## src/rtl/fire_dispatch_scheduler_if.sv

```systemverilog
// Report and command handshakes for the fire dispatch scheduler.
// slave: scheduler side; master: sensor front end and actuator side.
interface fire_dispatch_scheduler_if #(
  parameter int COORD_W = 2
);
  logic               fire_valid;
  logic               fire_ready;
  logic [COORD_W-1:0] fire_x;
  logic [COORD_W-1:0] fire_y;
  logic               cmd_valid;
  logic               cmd_ready;
  logic [COORD_W-1:0] cmd_x;
  logic [COORD_W-1:0] cmd_y;
  logic               cmd_prio;
  logic               ext_done;

  modport slave (
    input  fire_valid, fire_x, fire_y,
    input  cmd_ready, ext_done,
    output fire_ready, cmd_valid,
    output cmd_x, cmd_y, cmd_prio
  );

  modport master (
    output fire_valid, fire_x, fire_y,
    output cmd_ready, ext_done,
    input  fire_ready, cmd_valid,
    input  cmd_x, cmd_y, cmd_prio
  );
endinterface

```

## src/rtl/fire_dispatch_scheduler.sv

```systemverilog
// Fire dispatch scheduler: filters grid fire reports into priority/normal
// FIFOs and issues one target at a time to the extinguisher unit.
// Ports: clk, reset (async, active-low); matrix_size and prio window
// corners (live config); io = report handshake (fire_*), command
// handshake (cmd_*) and ext_done; status busy, prio_count, norm_count,
// drop_count (saturating), timeout_err (sticky).
module fire_dispatch_scheduler #(
  parameter int COORD_W      = 2,
  parameter int DEPTH        = 4,
  parameter int STARVE_LIMIT = 3,
  parameter int TIMEOUT      = 255,
  localparam int CNT_W       = $clog2(DEPTH) + 1
) (
  input  logic               clk,
  input  logic               reset,
  input  logic [COORD_W-1:0] matrix_size,
  input  logic [COORD_W-1:0] prio_start_x,
  input  logic [COORD_W-1:0] prio_start_y,
  input  logic [COORD_W-1:0] prio_end_x,
  input  logic [COORD_W-1:0] prio_end_y,
  fire_dispatch_scheduler_if.slave io,
  output logic               busy,
  output logic [CNT_W-1:0]   prio_count,
  output logic [CNT_W-1:0]   norm_count,
  output logic [7:0]         drop_count,
  output logic               timeout_err
);

  localparam int PTR_W = $clog2(DEPTH);
  localparam int ENT_W = 2 * COORD_W;
  localparam int SC_W  = $clog2(STARVE_LIMIT + 1);
  localparam int TM_W  = $clog2(TIMEOUT + 1);

  typedef enum logic [1:0] {
    IDLE,
    ISSUE,
    WAIT_DONE
  } state_t;

  state_t state, state_n;

  logic [ENT_W-1:0] pq_mem [DEPTH];
  logic [ENT_W-1:0] nq_mem [DEPTH];
  logic [PTR_W-1:0] pq_rd, pq_wr;
  logic [PTR_W-1:0] nq_rd, nq_wr;
  logic [DEPTH-1:0] pq_live, nq_live;

  logic [ENT_W-1:0] fire_key;
  logic [ENT_W-1:0] cmd_key;
  logic             cmd_prio_q;
  logic [SC_W-1:0]  starve;
  logic [TM_W-1:0]  timer;

  logic accept, out_range, dup_hit, drop;
  logic in_win, push_p, push_n;
  logic pop_p, pop_n, use_norm;
  logic timer_clr, timer_inc, set_err;

  assign fire_key = {io.fire_x, io.fire_y};
  assign busy     = (state != IDLE);

  assign io.fire_ready = (prio_count != CNT_W'(DEPTH))
                      && (norm_count != CNT_W'(DEPTH));
  assign io.cmd_valid  = (state == ISSUE);
  assign io.cmd_x      = cmd_key[ENT_W-1:COORD_W];
  assign io.cmd_y      = cmd_key[COORD_W-1:0];
  assign io.cmd_prio   = cmd_prio_q;

  assign accept    = io.fire_valid && io.fire_ready;
  assign out_range = (io.fire_x > matrix_size)
                  || (io.fire_y > matrix_size);

  // start > end on an axis leaves the window empty by construction
  assign in_win = (io.fire_x >= prio_start_x)
               && (io.fire_x <= prio_end_x)
               && (io.fire_y >= prio_start_y)
               && (io.fire_y <= prio_end_y);

  // A slot is live when its distance from the read pointer is below the
  // occupancy; the in-service target is covered until back in IDLE.
  always_comb begin
    pq_live = '0;
    nq_live = '0;
    dup_hit = busy && (cmd_key == fire_key);
    for (int i = 0; i < DEPTH; i++) begin
      pq_live[i] = {1'b0, PTR_W'(i) - pq_rd} < prio_count;
      nq_live[i] = {1'b0, PTR_W'(i) - nq_rd} < norm_count;
      dup_hit |= pq_live[i] && (pq_mem[i] == fire_key);
      dup_hit |= nq_live[i] && (nq_mem[i] == fire_key);
    end
  end

  assign drop   = accept && (out_range || dup_hit);
  assign push_p = accept && !drop && in_win;
  assign push_n = accept && !drop && !in_win;

  assign use_norm = (norm_count != '0)
                 && ((prio_count == '0)
                  || (starve == SC_W'(STARVE_LIMIT)));

  always_comb begin
    state_n   = state;
    pop_p     = 1'b0;
    pop_n     = 1'b0;
    timer_clr = 1'b0;
    timer_inc = 1'b0;
    set_err   = 1'b0;
    unique case (state)
      IDLE: begin
        if (use_norm) begin
          pop_n   = 1'b1;
          state_n = ISSUE;
        end else if (prio_count != '0) begin
          pop_p   = 1'b1;
          state_n = ISSUE;
        end
      end
      ISSUE: begin
        if (io.cmd_ready) begin
          timer_clr = 1'b1;
          state_n   = WAIT_DONE;
        end
      end
      WAIT_DONE: begin
        if (io.ext_done) begin
          state_n = IDLE;
        end else if (timer == TM_W'(TIMEOUT - 1)) begin
          set_err = 1'b1;
          state_n = IDLE;
        end else begin
          timer_inc = 1'b1;
        end
      end
      default: state_n = IDLE;
    endcase
  end

  always_ff @(posedge clk or negedge reset) begin
    if (!reset) state <= IDLE;
    else        state <= state_n;
  end

  always_ff @(posedge clk or negedge reset) begin
    if (!reset) begin
      cmd_key     <= '0;
      cmd_prio_q  <= 1'b0;
      timer       <= '0;
      timeout_err <= 1'b0;
      starve      <= '0;
      drop_count  <= '0;
    end else begin
      if (pop_n) begin
        cmd_key    <= nq_mem[nq_rd];
        cmd_prio_q <= 1'b0;
      end else if (pop_p) begin
        cmd_key    <= pq_mem[pq_rd];
        cmd_prio_q <= 1'b1;
      end
      if (timer_clr)      timer <= '0;
      else if (timer_inc) timer <= timer + TM_W'(1);
      if (set_err) timeout_err <= 1'b1;
      if (norm_count == '0) starve <= '0;
      else if (pop_p)       starve <= starve + SC_W'(1);
      else if (pop_n)       starve <= '0;
      if (drop && (drop_count != 8'hff))
        drop_count <= drop_count + 8'd1;
    end
  end

  always_ff @(posedge clk or negedge reset) begin
    if (!reset) begin
      pq_rd      <= '0;
      pq_wr      <= '0;
      nq_rd      <= '0;
      nq_wr      <= '0;
      prio_count <= '0;
      norm_count <= '0;
    end else begin
      if (push_p) pq_wr <= pq_wr + PTR_W'(1);
      if (pop_p)  pq_rd <= pq_rd + PTR_W'(1);
      if (push_n) nq_wr <= nq_wr + PTR_W'(1);
      if (pop_n)  nq_rd <= nq_rd + PTR_W'(1);
      prio_count <= prio_count + CNT_W'(push_p)
                              - CNT_W'(pop_p);
      norm_count <= norm_count + CNT_W'(push_n)
                              - CNT_W'(pop_n);
    end
  end

  // Entry storage needs no reset: liveness comes from pointers/counts.
  always_ff @(posedge clk) begin
    if (push_p) pq_mem[pq_wr] <= fire_key;
    if (push_n) nq_mem[nq_wr] <= fire_key;
  end

endmodule

```

## src/flat_wrapper.sv

```systemverilog
// flat-port wrapper written by rule: the top's interface ports become plain ports
module fire_dispatch_scheduler_flat 
#(
  parameter int COORD_W      = 2,
  parameter int DEPTH        = 4,
  parameter int STARVE_LIMIT = 3,
  parameter int TIMEOUT      = 255,
  localparam int CNT_W       = $clog2(DEPTH) + 1
)
  (clk, reset, matrix_size, prio_start_x, prio_start_y, prio_end_x, prio_end_y, busy, prio_count, norm_count, drop_count, timeout_err, io_fire_valid, io_fire_x, io_fire_y, io_cmd_ready, io_ext_done, io_fire_ready, io_cmd_valid, io_cmd_x, io_cmd_y, io_cmd_prio);
  fire_dispatch_scheduler_if #(.COORD_W(COORD_W)) io_i ();
  input  logic clk;
  input  logic reset;
  input  logic [COORD_W-1:0] matrix_size;
  input  logic [COORD_W-1:0] prio_start_x;
  input  logic [COORD_W-1:0] prio_start_y;
  input  logic [COORD_W-1:0] prio_end_x;
  input  logic [COORD_W-1:0] prio_end_y;
  output logic busy;
  output logic [CNT_W-1:0] prio_count;
  output logic [CNT_W-1:0] norm_count;
  output logic [7:0] drop_count;
  output logic timeout_err;
  input wire logic [$bits(io_i.fire_valid)-1:0] io_fire_valid;
  input wire logic [$bits(io_i.fire_x)-1:0] io_fire_x;
  input wire logic [$bits(io_i.fire_y)-1:0] io_fire_y;
  input wire logic [$bits(io_i.cmd_ready)-1:0] io_cmd_ready;
  input wire logic [$bits(io_i.ext_done)-1:0] io_ext_done;
  output wire logic [$bits(io_i.fire_ready)-1:0] io_fire_ready;
  output wire logic [$bits(io_i.cmd_valid)-1:0] io_cmd_valid;
  output wire logic [$bits(io_i.cmd_x)-1:0] io_cmd_x;
  output wire logic [$bits(io_i.cmd_y)-1:0] io_cmd_y;
  output wire logic [$bits(io_i.cmd_prio)-1:0] io_cmd_prio;
  assign io_i.fire_valid = io_fire_valid;
  assign io_i.fire_x = io_fire_x;
  assign io_i.fire_y = io_fire_y;
  assign io_i.cmd_ready = io_cmd_ready;
  assign io_i.ext_done = io_ext_done;
  assign io_fire_ready = io_i.fire_ready;
  assign io_cmd_valid = io_i.cmd_valid;
  assign io_cmd_x = io_i.cmd_x;
  assign io_cmd_y = io_i.cmd_y;
  assign io_cmd_prio = io_i.cmd_prio;
  fire_dispatch_scheduler #(.COORD_W(COORD_W), .DEPTH(DEPTH), .STARVE_LIMIT(STARVE_LIMIT), .TIMEOUT(TIMEOUT)) u_core (.clk(clk), .reset(reset), .matrix_size(matrix_size), .prio_start_x(prio_start_x), .prio_start_y(prio_start_y), .prio_end_x(prio_end_x), .prio_end_y(prio_end_y), .io(io_i), .busy(busy), .prio_count(prio_count), .norm_count(norm_count), .drop_count(drop_count), .timeout_err(timeout_err));
endmodule
```

## config.mk

```make
export PLATFORM = sky130hd
export DESIGN_NAME = fire_dispatch_scheduler_flat
export DESIGN_NICKNAME = d
export VERILOG_FILES = /design/src/rtl/fire_dispatch_scheduler_if.sv /design/src/rtl/fire_dispatch_scheduler.sv /design/src/flat_wrapper.sv
export SDC_FILE = /design/constraint.sdc
export NUM_CORES = 1
export LEC_CHECK = 0
export ABC_AREA = 1
export BUFFER_PORTS_ARGS = -buffer_cell sky130_fd_sc_hd__buf_2
export CAP_MARGIN = 20
export CELL_PAD_IN_SITES_DETAIL_PLACEMENT = 1
export CELL_PAD_IN_SITES_GLOBAL_PLACEMENT = 2
export CORE_MARGIN = 2
export CORE_UTILIZATION = 28
export DETAILED_ROUTE_END_ITERATION = 8
export PLACE_DENSITY = 0.62
export SYNTH_ARGS = -nofsm -noshare
export SYNTH_HDL_FRONTEND = slang
export SYNTH_SLANG_ARGS = --single-unit
```

## constraint.sdc

```tcl
create_clock -name clk -period 3.8 [get_ports clk]
set_clock_uncertainty 0.1 [all_clocks]
set_input_delay 0 -clock clk [delete_from_list [all_inputs] [get_ports clk]]
set_output_delay 0 -clock clk [all_outputs]
set_load 0.01 [all_outputs]
```

=== After elaboration in Yosys (flattened, before gate mapping) ===
Memory sizes are Yosys's and may differ from the RTL's.
Cells that the tools add are included.

* Multiplexer cells: 32
* $mul: 0
* Bitwise gates (word level): 8
* Add/subtract/negate cells: 19
* Reductions and logical operators: 35
* Divide/modulo/power cells: 0
* Equality and inequality tests: 19
* $lt $le $gt $ge: 14
* Shift-type cells: 0

{| class="wikitable"
|+ Operators with widths
! cell !! count
|-
| $eq 4x4->1 || 9
|-
| $lt 2x3->1 || 8
|-
| $logic_and 1x1->1 || 20
|-
| $mux 1 || 19
|-
| $add 8x1->8 const B || 2
|-
| $mux 2 || 8
|-
| $mux 8 || 2
|-
| $add 2x1->2 const B || 5
|-
| $reduce_bool 3->1 || 3
|-
| $eq 8x8->1 const B || 1
|-
| $mux 4 || 2
|-
| $ne 8x8->1 const B || 1
|-
| $or 1x1->1 || 8
|-
| $sub 1x2->2 const A || 4
|-
| $sub 2x2->2 const A || 4
|-
| $add 3x1->3 || 2
|-
| $logic_not 3->1 || 2
|-
| $ne 3x3->1 const B || 2
|-
| $pmux 2 s3 || 1
|-
| $reduce_bool 2->1 || 3
|-
| $sub 3x1->3 || 2
|-
| $eq 2x2->1 const B || 2
|-
| $ge 2x2->1 || 2
|-
| $gt 2x2->1 || 2
|-
| other kinds (9) || 13
|}

* Bits of input ports: 19
* Bits in writable memories: 32
* ROM bits: 0
* Output and inout bits: 23
* Flip-flop bits (word level): 40
* Latch bits: 0
* Memories kept: 2

{| class="wikitable"
|+ Memory list
! name !! words !! width !! read ports !! clocked after Yosys merged registers in !! wr ports !! line !! text
|-
| u_core.nq_mem || 4 || 4 || 5 || 0 || 1 || fire_dispatch_scheduler.sv:43 || <nowiki>logic [ENT_W-1:0] nq_mem [DEPTH];</nowiki>
|-
| u_core.pq_mem || 4 || 4 || 5 || 0 || 1 || fire_dispatch_scheduler.sv:42 || <nowiki>logic [ENT_W-1:0] pq_mem [DEPTH];</nowiki>
|}

=== Depth between registers and ports, before layout ===
Gate-level depths: netlist of run 1.

* Depth after elaboration: 18
* Depth in mapped cells: 18
* Depth with buffers taken out: 18

=== Worst setup path before layout of run 1 ===
No wires, ideal clock.

* Kind: flip-flop to flip-flop
* Start: register u_core.pq_rd[0]
* End: register u_core.prio_count[2]
* Arrival time: 2.530 ns
* Buffers on the path: 0
* Stages on the path, launching flop included: 19
* Slack: 1.041 ns
* Path through: dfrtp_1 -> inv_1 -> nand2_1 -> nand2_1 -> inv_1 -> ha_1 -> inv_1 -> nor2_1 -> a21oi_1 -> nand3_2 -> nand3_4 -> nor2_8 -> nand4_4 -> inv_1 -> ha_1 -> inv_1 -> fa_1 -> xnor2_1 -> xor2_1

* Cells in the longest elaborated chain, start to end: 18

{| class="wikitable"
|+ Ends and longest elaborated chain
! element !! line !! text
|-
| start, declared || fire_dispatch_scheduler.sv:44 || <nowiki>logic [PTR_W-1:0] pq_rd, pq_wr;</nowiki>
|-
| start signal, assigned || fire_dispatch_scheduler.sv:180 || <nowiki>if (pop_p) pq_rd <= pq_rd + PTR_W'(1);</nowiki>
|-
| $sub 1x2->2 || fire_dispatch_scheduler.sv:86 || <nowiki>pq_live[i] = {1'b0, PTR_W'(i) - pq_rd} < prio_count;</nowiki>
|-
| $lt 2x3->1 || fire_dispatch_scheduler.sv:86 ||
|-
| $logic_and 1x1->1 || fire_dispatch_scheduler.sv:88 || <nowiki>dup_hit |= pq_live[i] && (pq_mem[i] == fire_key);</nowiki>
|-
| $or 1x1->1 || fire_dispatch_scheduler.sv:88 ||
|-
| $or 1x1->1 || fire_dispatch_scheduler.sv:89 || <nowiki>dup_hit |= nq_live[i] && (nq_mem[i] == fire_key);</nowiki>
|-
| $or 1x1->1 || fire_dispatch_scheduler.sv:88 ||
|-
| $or 1x1->1 || fire_dispatch_scheduler.sv:89 ||
|-
| $or 1x1->1 || fire_dispatch_scheduler.sv:88 ||
|-
| (+2 left out) || -- ||
|-
| $or 1x1->1 (*) || fire_dispatch_scheduler.sv:89 ||
|-
| $logic_or 1x1->1 (*) || fire_dispatch_scheduler.sv:93 || <nowiki>assign drop = accept && (out_range || dup_hit);</nowiki>
|-
| $logic_and 1x1->1 (*) || fire_dispatch_scheduler.sv:93 ||
|-
| $logic_not 1->1 (*) || fire_dispatch_scheduler.sv:94 || <nowiki>assign push_p = accept && !drop && in_win;</nowiki>
|-
| $logic_and 1x1->1 (*) (2 in a row) || fire_dispatch_scheduler.sv:94 ||
|-
| named net u_core.push_p || fire_dispatch_scheduler.sv:55 || <nowiki>logic in_win, push_p, push_n;</nowiki>
|-
| $add 3x1->3 (*) || fire_dispatch_scheduler.sv:183 || <nowiki>prio_count <= prio_count + CNT_W'(push_p)</nowiki>
|-
| $sub 3x1->3 (*) || fire_dispatch_scheduler.sv:184 || <nowiki>- CNT_W'(pop_p);</nowiki>
|-
| end signal, assigned || fire_dispatch_scheduler.sv:183 ||
|-
| end, declared || fire_dispatch_scheduler.sv:23 || <nowiki>output logic [CNT_W-1:0] prio_count,</nowiki>
|}

The timed path passes the listed nets; every way through them passes the cells marked *.
A chain may end at the register's enable or synchronous reset.

=== Worst setup path in the final report of run 1 ===
Ends and elaborated chain as after synthesis.

==> results.txt, run 1 <==
Layout cells sized above 1 = 0.144
H-tree depth = 3
Number of setup violations in the final report = 0
Ys async rst share = 0.556
Fin cells = 873
Tightest Pin Transition = 538 ps
Vias per inst = 4.47
Antenna diode count = 0
Synth area leader = dfrtp_1
Yosys cell types = 41
Worst Hold Class = input port to async pin
Worst path arrival time = 3290 ps
CP required = 3920 ps
Die Ht = 135 um
Placed Cells = 851
Mapped Area = 4810 sq um
Root Buffer = clkbuf_16
CTS tree = done
Synth top area share = 0.208
Kind of critical path = flip-flop to flip-flop
Final setup TNS = 0 ps
Final net count = 705
Main flop type after synthesis = dfrtp_1
CP Capture Type = flip-flop
Max Clock Freq = 315 MHz
Total of max-cap violations = 0
Status = finished, violations left
Final HPWL DP = 10300 um
DIE AREA = 18200 sq um
Synth top area cells = dfrtp_1, edfxtp_1, nand2_1
Initial DRT Pass Iterations = 6
Tcrit/Tclk final = 0.835
Clock tree buffer depth = 2
Clk_lat worst skew = 350 ps
Post-CTS setup buffers = 0
Rows = 47
Seq/Total Area, Yosys = 0.408
Pwr dens = 661 nW/um^2
Syn nets = 651
Total wire length = 13700 um
Most common cell in the synthesized netlist = nand2_1
Pwr Total = 3710 uW
Initial antenna violation count = 0
Area growth, synth to finish = 16.8%
GPL Wtd Cong = 0.796
Clk sink count = 72
Max transition margin = 0.641
First-pass GRT wire length = 22500 um
DIE WIDTH = 135 um
Number of global-route vias before repair = 4104
Hold Vio Cnt, Final = 9
Via count = 3899
Overflow after GRT = 0
Overall global routing resource usage = 0.162
Initial Util = 0.288
Slew Limit Fails = 0
RSZ-0062 raised after global routing = false
Number of buffers created by CTS = 9
WHS = -14.0 ps
Fin util = 0.336
Synth warn = 0
Violated checks = negative hold slack
Crit-path max FO = 7
CTS clk-pin slew, worst paths = 60 ps
I/O pins = 42
Period minus WS final = 3170 ps
1st-iter DRT viols = 168
Number of remaining DRC errors = 0
Remaining antenna violation count = 0
Post-synthesis cell count = 594
Post-synth EDFFs = 32
Largest net degree at the start of global routing = 41
Routed WL per cell = 15.6 um
Syn avg cell area = 8.09 sq um
Setup crit start kind = flip-flop
Top post-synthesis cells by count = nand2_1, inv_1, nor2_1
Port Buffers = 41
Yosys reg bits = 72
Lkg Pwr = 0.00286 uW
VDD IR-drop max = 0.244 mV
Core area = 16700 sq um
[stage by stage]
step | hold slack (ps) | area (sq um) | setup WS (ps)
6_report | -14.0 | 5620 | 626
2_1_floorplan | -396 | 4810 | 1040
3_3_place_gp | 91.6 | 5240 | 772
3_5_place_dp | 102 | 5240 | 618
5_1_grt | 9.82 | 5620 | 381
4_1_cts | 36.6 | 5600 | 609
[area by class of cell]
cell class | instances | area (sq um)
Fill cell | 2023 | 11100
Timing Repair Buffer | 49 | 290
Clock buffer | 13 | 282
Multi-Input combinational cell | 394 | 2310
Clock inverter | 3 | 22.5
Tap cell | 220 | 275
Sequential cell | 72 | 1960
Inverter | 122 | 473
[kinds of logic (layout without fill, tap and decap cells)]
family	Yosys count	count (layout)	share of synthesized area
flip-flops	72	72	0.408
AND/OR/NAND/NOR	280	280	0.274
adder cells (fa/ha/maj)	38	38	0.102
XOR/XNOR	19	19	0.0346
buffers and inverters	128	187	0.111
AO/OA/AOI/OAI	57	57	0.0706
[cell usage in the layout (no fill, tap or decap), types with 3 or more instances in the layout]
master	instances
nand3_1	6
nor2_1	56
edfxtp_1	32
o21ai_0	22
nand2_2	3
inv_2	5
inv_1	113
dfrtp_1	40
nand4_1	13
nand2_1	173
o22ai_1	11
nand3_4	3
buf_2	41
nor3_1	7
clkbuf_16	10
xor2_1	17
dlygate4sd3_1	5
nand3_2	9
ha_1	36
a21oi_1	11
[metal layers]
metal,wire [um],GRT usage,vias up
met2,6180,0.256,38
met1,6960,0.224,1873
li1,-,-,1976
met3,360,0.0327,12
met4,157,0.0469,0
met5,0,0,-
[repair_timing]
item                                    CTS  global route
gates resized for setup                   0             0
endpoints found under the setup margin    0             0
hold buffers                              5             0
hold endpoints to repair                 47             0
[sequential cells by signal, summed over array words and instances (netlist names), 3 cells and up]
register           cells
u_core.timer           8
u_core.nq_mem         16
u_core.norm_count      3
u_core.pq_mem         16
u_core.prio_count      3
u_core.cmd_key         4
u_core.drop_count      8
[where the power goes]
part | switching [uW] | total [uW] | leakage, uW | internal [uW]
logic | 1070 | 1660 | 0.00192 | 582
clock network | 352 | 872 | 0.000151 | 521
registers | 197 | 1180 | 0.000794 | 987
[critical path: stages, from the launching register on]
cell	delay (ps)
dfrtp_1	420
inv_1	140
nand2_1	160
nand2_1	140
inv_1	60
ha_1	270
inv_1	40
nor2_1	80
a21oi_1	90
nand3_2	90
nand3_4	90
nor2_8	200
nand4_4	150
inv_1	140
ha_1	160
inv_1	50
fa_1	380
xnor2_1	140
xor2_1	150
[final timing paths]
check | startpoint | end | slack [ps] | cells past startpoint
setup / recovery | u_core.pq_rd[0] | u_core.prio_count[2] | 630 | 18
hold / removal | reset | u_core.nq_wr[0] | -10 | 2
setup reg to reg | u_core.pq_rd[0] | u_core.prio_count[2] | 630 | 18
hold reg to reg | u_core.timeout_err | u_core.timeout_err | 370 | 1
max in group asynchronous | reset | u_core.drop_count[6] | 3130 | 3
min in group clk | io_fire_y[0] | u_core.nq_mem[3][0] | 40 | 1
(Power assumes the default switching activity.)
==> inputs of run 2 (changes only) <==
--- a/config.mk
+++ b/config.mk
@@ -13,7 +13,7 @@
 export CORE_MARGIN = 2
 export CORE_UTILIZATION = 28
 export DETAILED_ROUTE_END_ITERATION = 8
-export PLACE_DENSITY = 0.62
+export PLACE_DENSITY = 0.64
 export SYNTH_ARGS = -nofsm -noshare
 export SYNTH_HDL_FRONTEND = slang
 export SYNTH_SLANG_ARGS = --single-unit
==> constraint.sdc (replaced) <==
create_clock -name clk -period 2.7 [get_ports clk]
set_clock_uncertainty 0.1 [all_clocks]
set_input_delay 0 -clock clk [delete_from_list [all_inputs] [get_ports clk]]
set_output_delay 0 -clock clk [all_outputs]
set_load 0.01 [all_outputs]
==> run 2 against run 1 <==
  * The flow finishes with violations (negative setup slack)
  * Count of clock-buffer cells in the layout unchanged
  * Global-route usage up 0.24 points
  * Cell count up 4.0%
  * Highest routed layer unchanged
==> results.txt, run 2 (synthesized netlist as in run 1, its figures left out) <==
Core area = 16700 sq um
Fin cells = 908
Period minus WS final = 2740 ps
Status = finished, violations left
I/O pins = 42
Total wire length = 14000 um
RSZ-0062 raised after global routing = true
Seq pwr share = 0.288
Initial DRT Pass Iterations = 4
Final net count = 740
Remaining antenna violation count = 0
Hold Path Depth = 2
H-tree depth = 3
CP required = 2830 ps
Commonest cells after routing, fill and taps aside = nand2_1, inv_1, nor2_1, buf_2, buf_4
Tcrit/Tclk final = 1.01
Via count = 4045
Largest net degree at the start of global routing = 31
Pwr Total = 5640 uW
Tightest Pin Transition = 844 ps
Number of remaining DRC errors = 0
Min setup slack post-route = -38.7 ps
Sw power = 2410 uW
Initial Util = 0.288
1st-iter DRT viols = 136
Overflow after GRT = 0
CTS tree = done
Reg2reg start = u_core.pq_rd[1]
Clk sink count = 72
Placed Cells = 876
Max Clock Freq = 365 MHz
CTS clk-pin slew, worst paths = 60 ps
Clock tree buffer depth = 2
FF-to-FF End = u_core.prio_count[2]
Area growth, synth to finish = 23.4%
Worst reg-to-reg path cell count = 16
Vias per inst = 4.45
Number of global-route vias before repair = 4377
Root Buffer = clkbuf_16
Switching portion of total power = 0.427
Die Ht = 135 um
Setup slack, reg-to-reg = -40 ps
Worst Hold Class = input port to flip-flop
Total of max-cap violations = 0
Antenna diode count = 0
Violated checks = negative setup slack
Commonest non-fill, non-tap cell in the layout = nand2_1
Slew Limit Fails = 0
Hold Vio Cnt, Final = 0
First-pass GRT wire length = 22900 um
DIE AREA = 18200 sq um
Port Buffers = 41
Rows = 47
Routed WL per cell = 15.4 um
Number of buffers created by CTS = 9
Number of setup violations in the final report = 1
Max transition margin = 0.437
Worst path arrival time = 2860 ps
Hold Startpoint = io_fire_y[0]
Initial antenna violation count = 0
Pint = 3230 uW
Layout cells sized above 1 = 0.222
Pwr dens = 951 nW/um^2
Lkg Pwr = 0.00302 uW
VDD IR-drop max = 0.375 mV
Crit-path max FO = 4
Final HPWL DP = 10700 um
Regs by FF count = u_core.nq_mem x16, u_core.pq_mem x16
Overall global routing resource usage = 0.164
Setup crit start kind = flip-flop
DIE WIDTH = 135 um
Clock share of power = 0.213
Hold worst-path end = u_core.nq_mem[3][0]
Kind of critical path = flip-flop to flip-flop
GPL Wtd Cong = 0.806
Clk_lat worst skew = 340 ps
CP Capture Type = flip-flop
Combinational Power Share = 0.498
run 2: power by group through the flow:
| stage | clock network (uW) | registers [uW] | logic, uW |
|---|---|---|---|
| after CTS | 1230 | 1630 | 2720 |
| after global placement | 0 | 1630 | 2570 |
| after floorplan | 0 | 1660 | 1670 |
| after detailed placement | 0 | 1650 | 2650 |
| final | 1200 | 1630 | 2810 |
| after global routing | 1280 | 1660 | 3210 |
run 2: worst max-delay path: stages (launching register included):
cell and delay, ps:
dfrtp_1 400, inv_2 60, buf_4 130, ha_1 280
nand2_1 60, nand2_1 60, nand2_1 100, nand3_2 100
nand2_2 90, nor2_8 170, nand4_4 120, inv_2 90
ha_4 120, inv_2 30, fa_2 400, xnor2_2 150
xor2_1 150
run 2: area by class of cell:
class	count	area (sq um)
clock buffer	13	272
clock inverter	3	21.3
fill	2027	10800
inverter	122	475
multi-input combinational	394	2380
sequential	72	1960
tap	220	275
timing repair buffer	84	538
run 2: routing by layer:
metal,global-route usage,wire length [um],part of all wire,vias up
met4,0.0451,191,0.014,0
met2,0.275,6640,0.48,50
met1,0.218,6790,0.49,1930
met5,0,0,0,-
met3,0.0304,333,0.024,15
li1,-,-,-,2050
run 2: what timing repair did:
action / CTS / global route
pin swaps: 2 / 10
setup buffers: 4 / 8
hold buffers: 4 / 0
endpoints found under the hold margin: 34 / 0
setup endpoints to repair: 2 / 24
gates cloned: 0 / 0
resized for setup: 4 / 14
run 2: worst max-delay path by stage:
stage / depth (start not counted) / end / from / slack [ps]
2_1_floorplan: 18 / u_core.prio_count[2] / u_core.nq_rd[0] / 40
6_report: 16 / u_core.prio_count[2] / u_core.pq_rd[1] / -40
3_5_place_dp: 18 / u_core.prio_count[2] / u_core.nq_rd[1] / -50
3_3_place_gp: 18 / u_core.prio_count[2] / u_core.nq_rd[1] / 50
5_1_grt: 18 / u_core.prio_count[2] / u_core.nq_rd[1] / -160
4_1_cts: 18 / u_core.prio_count[2] / u_core.nq_rd[1] / -20
run 2: metrics by stage:
step	instance area [sq um]	TNS, ps	utilization	worst slack, ps	hold slack, ps
floorplan	4820	0	-	41.2	-396
global placement	5450	0	0.326	51.3	61.1
detailed placement	5450	-75.0	0.326	-47.0	56.0
CTS	5820	-21.3	0.349	-21.3	81.2
global route	5930	-349	0.355	-163	84.4
finish	5930	-38.7	0.355	-38.7	90.1
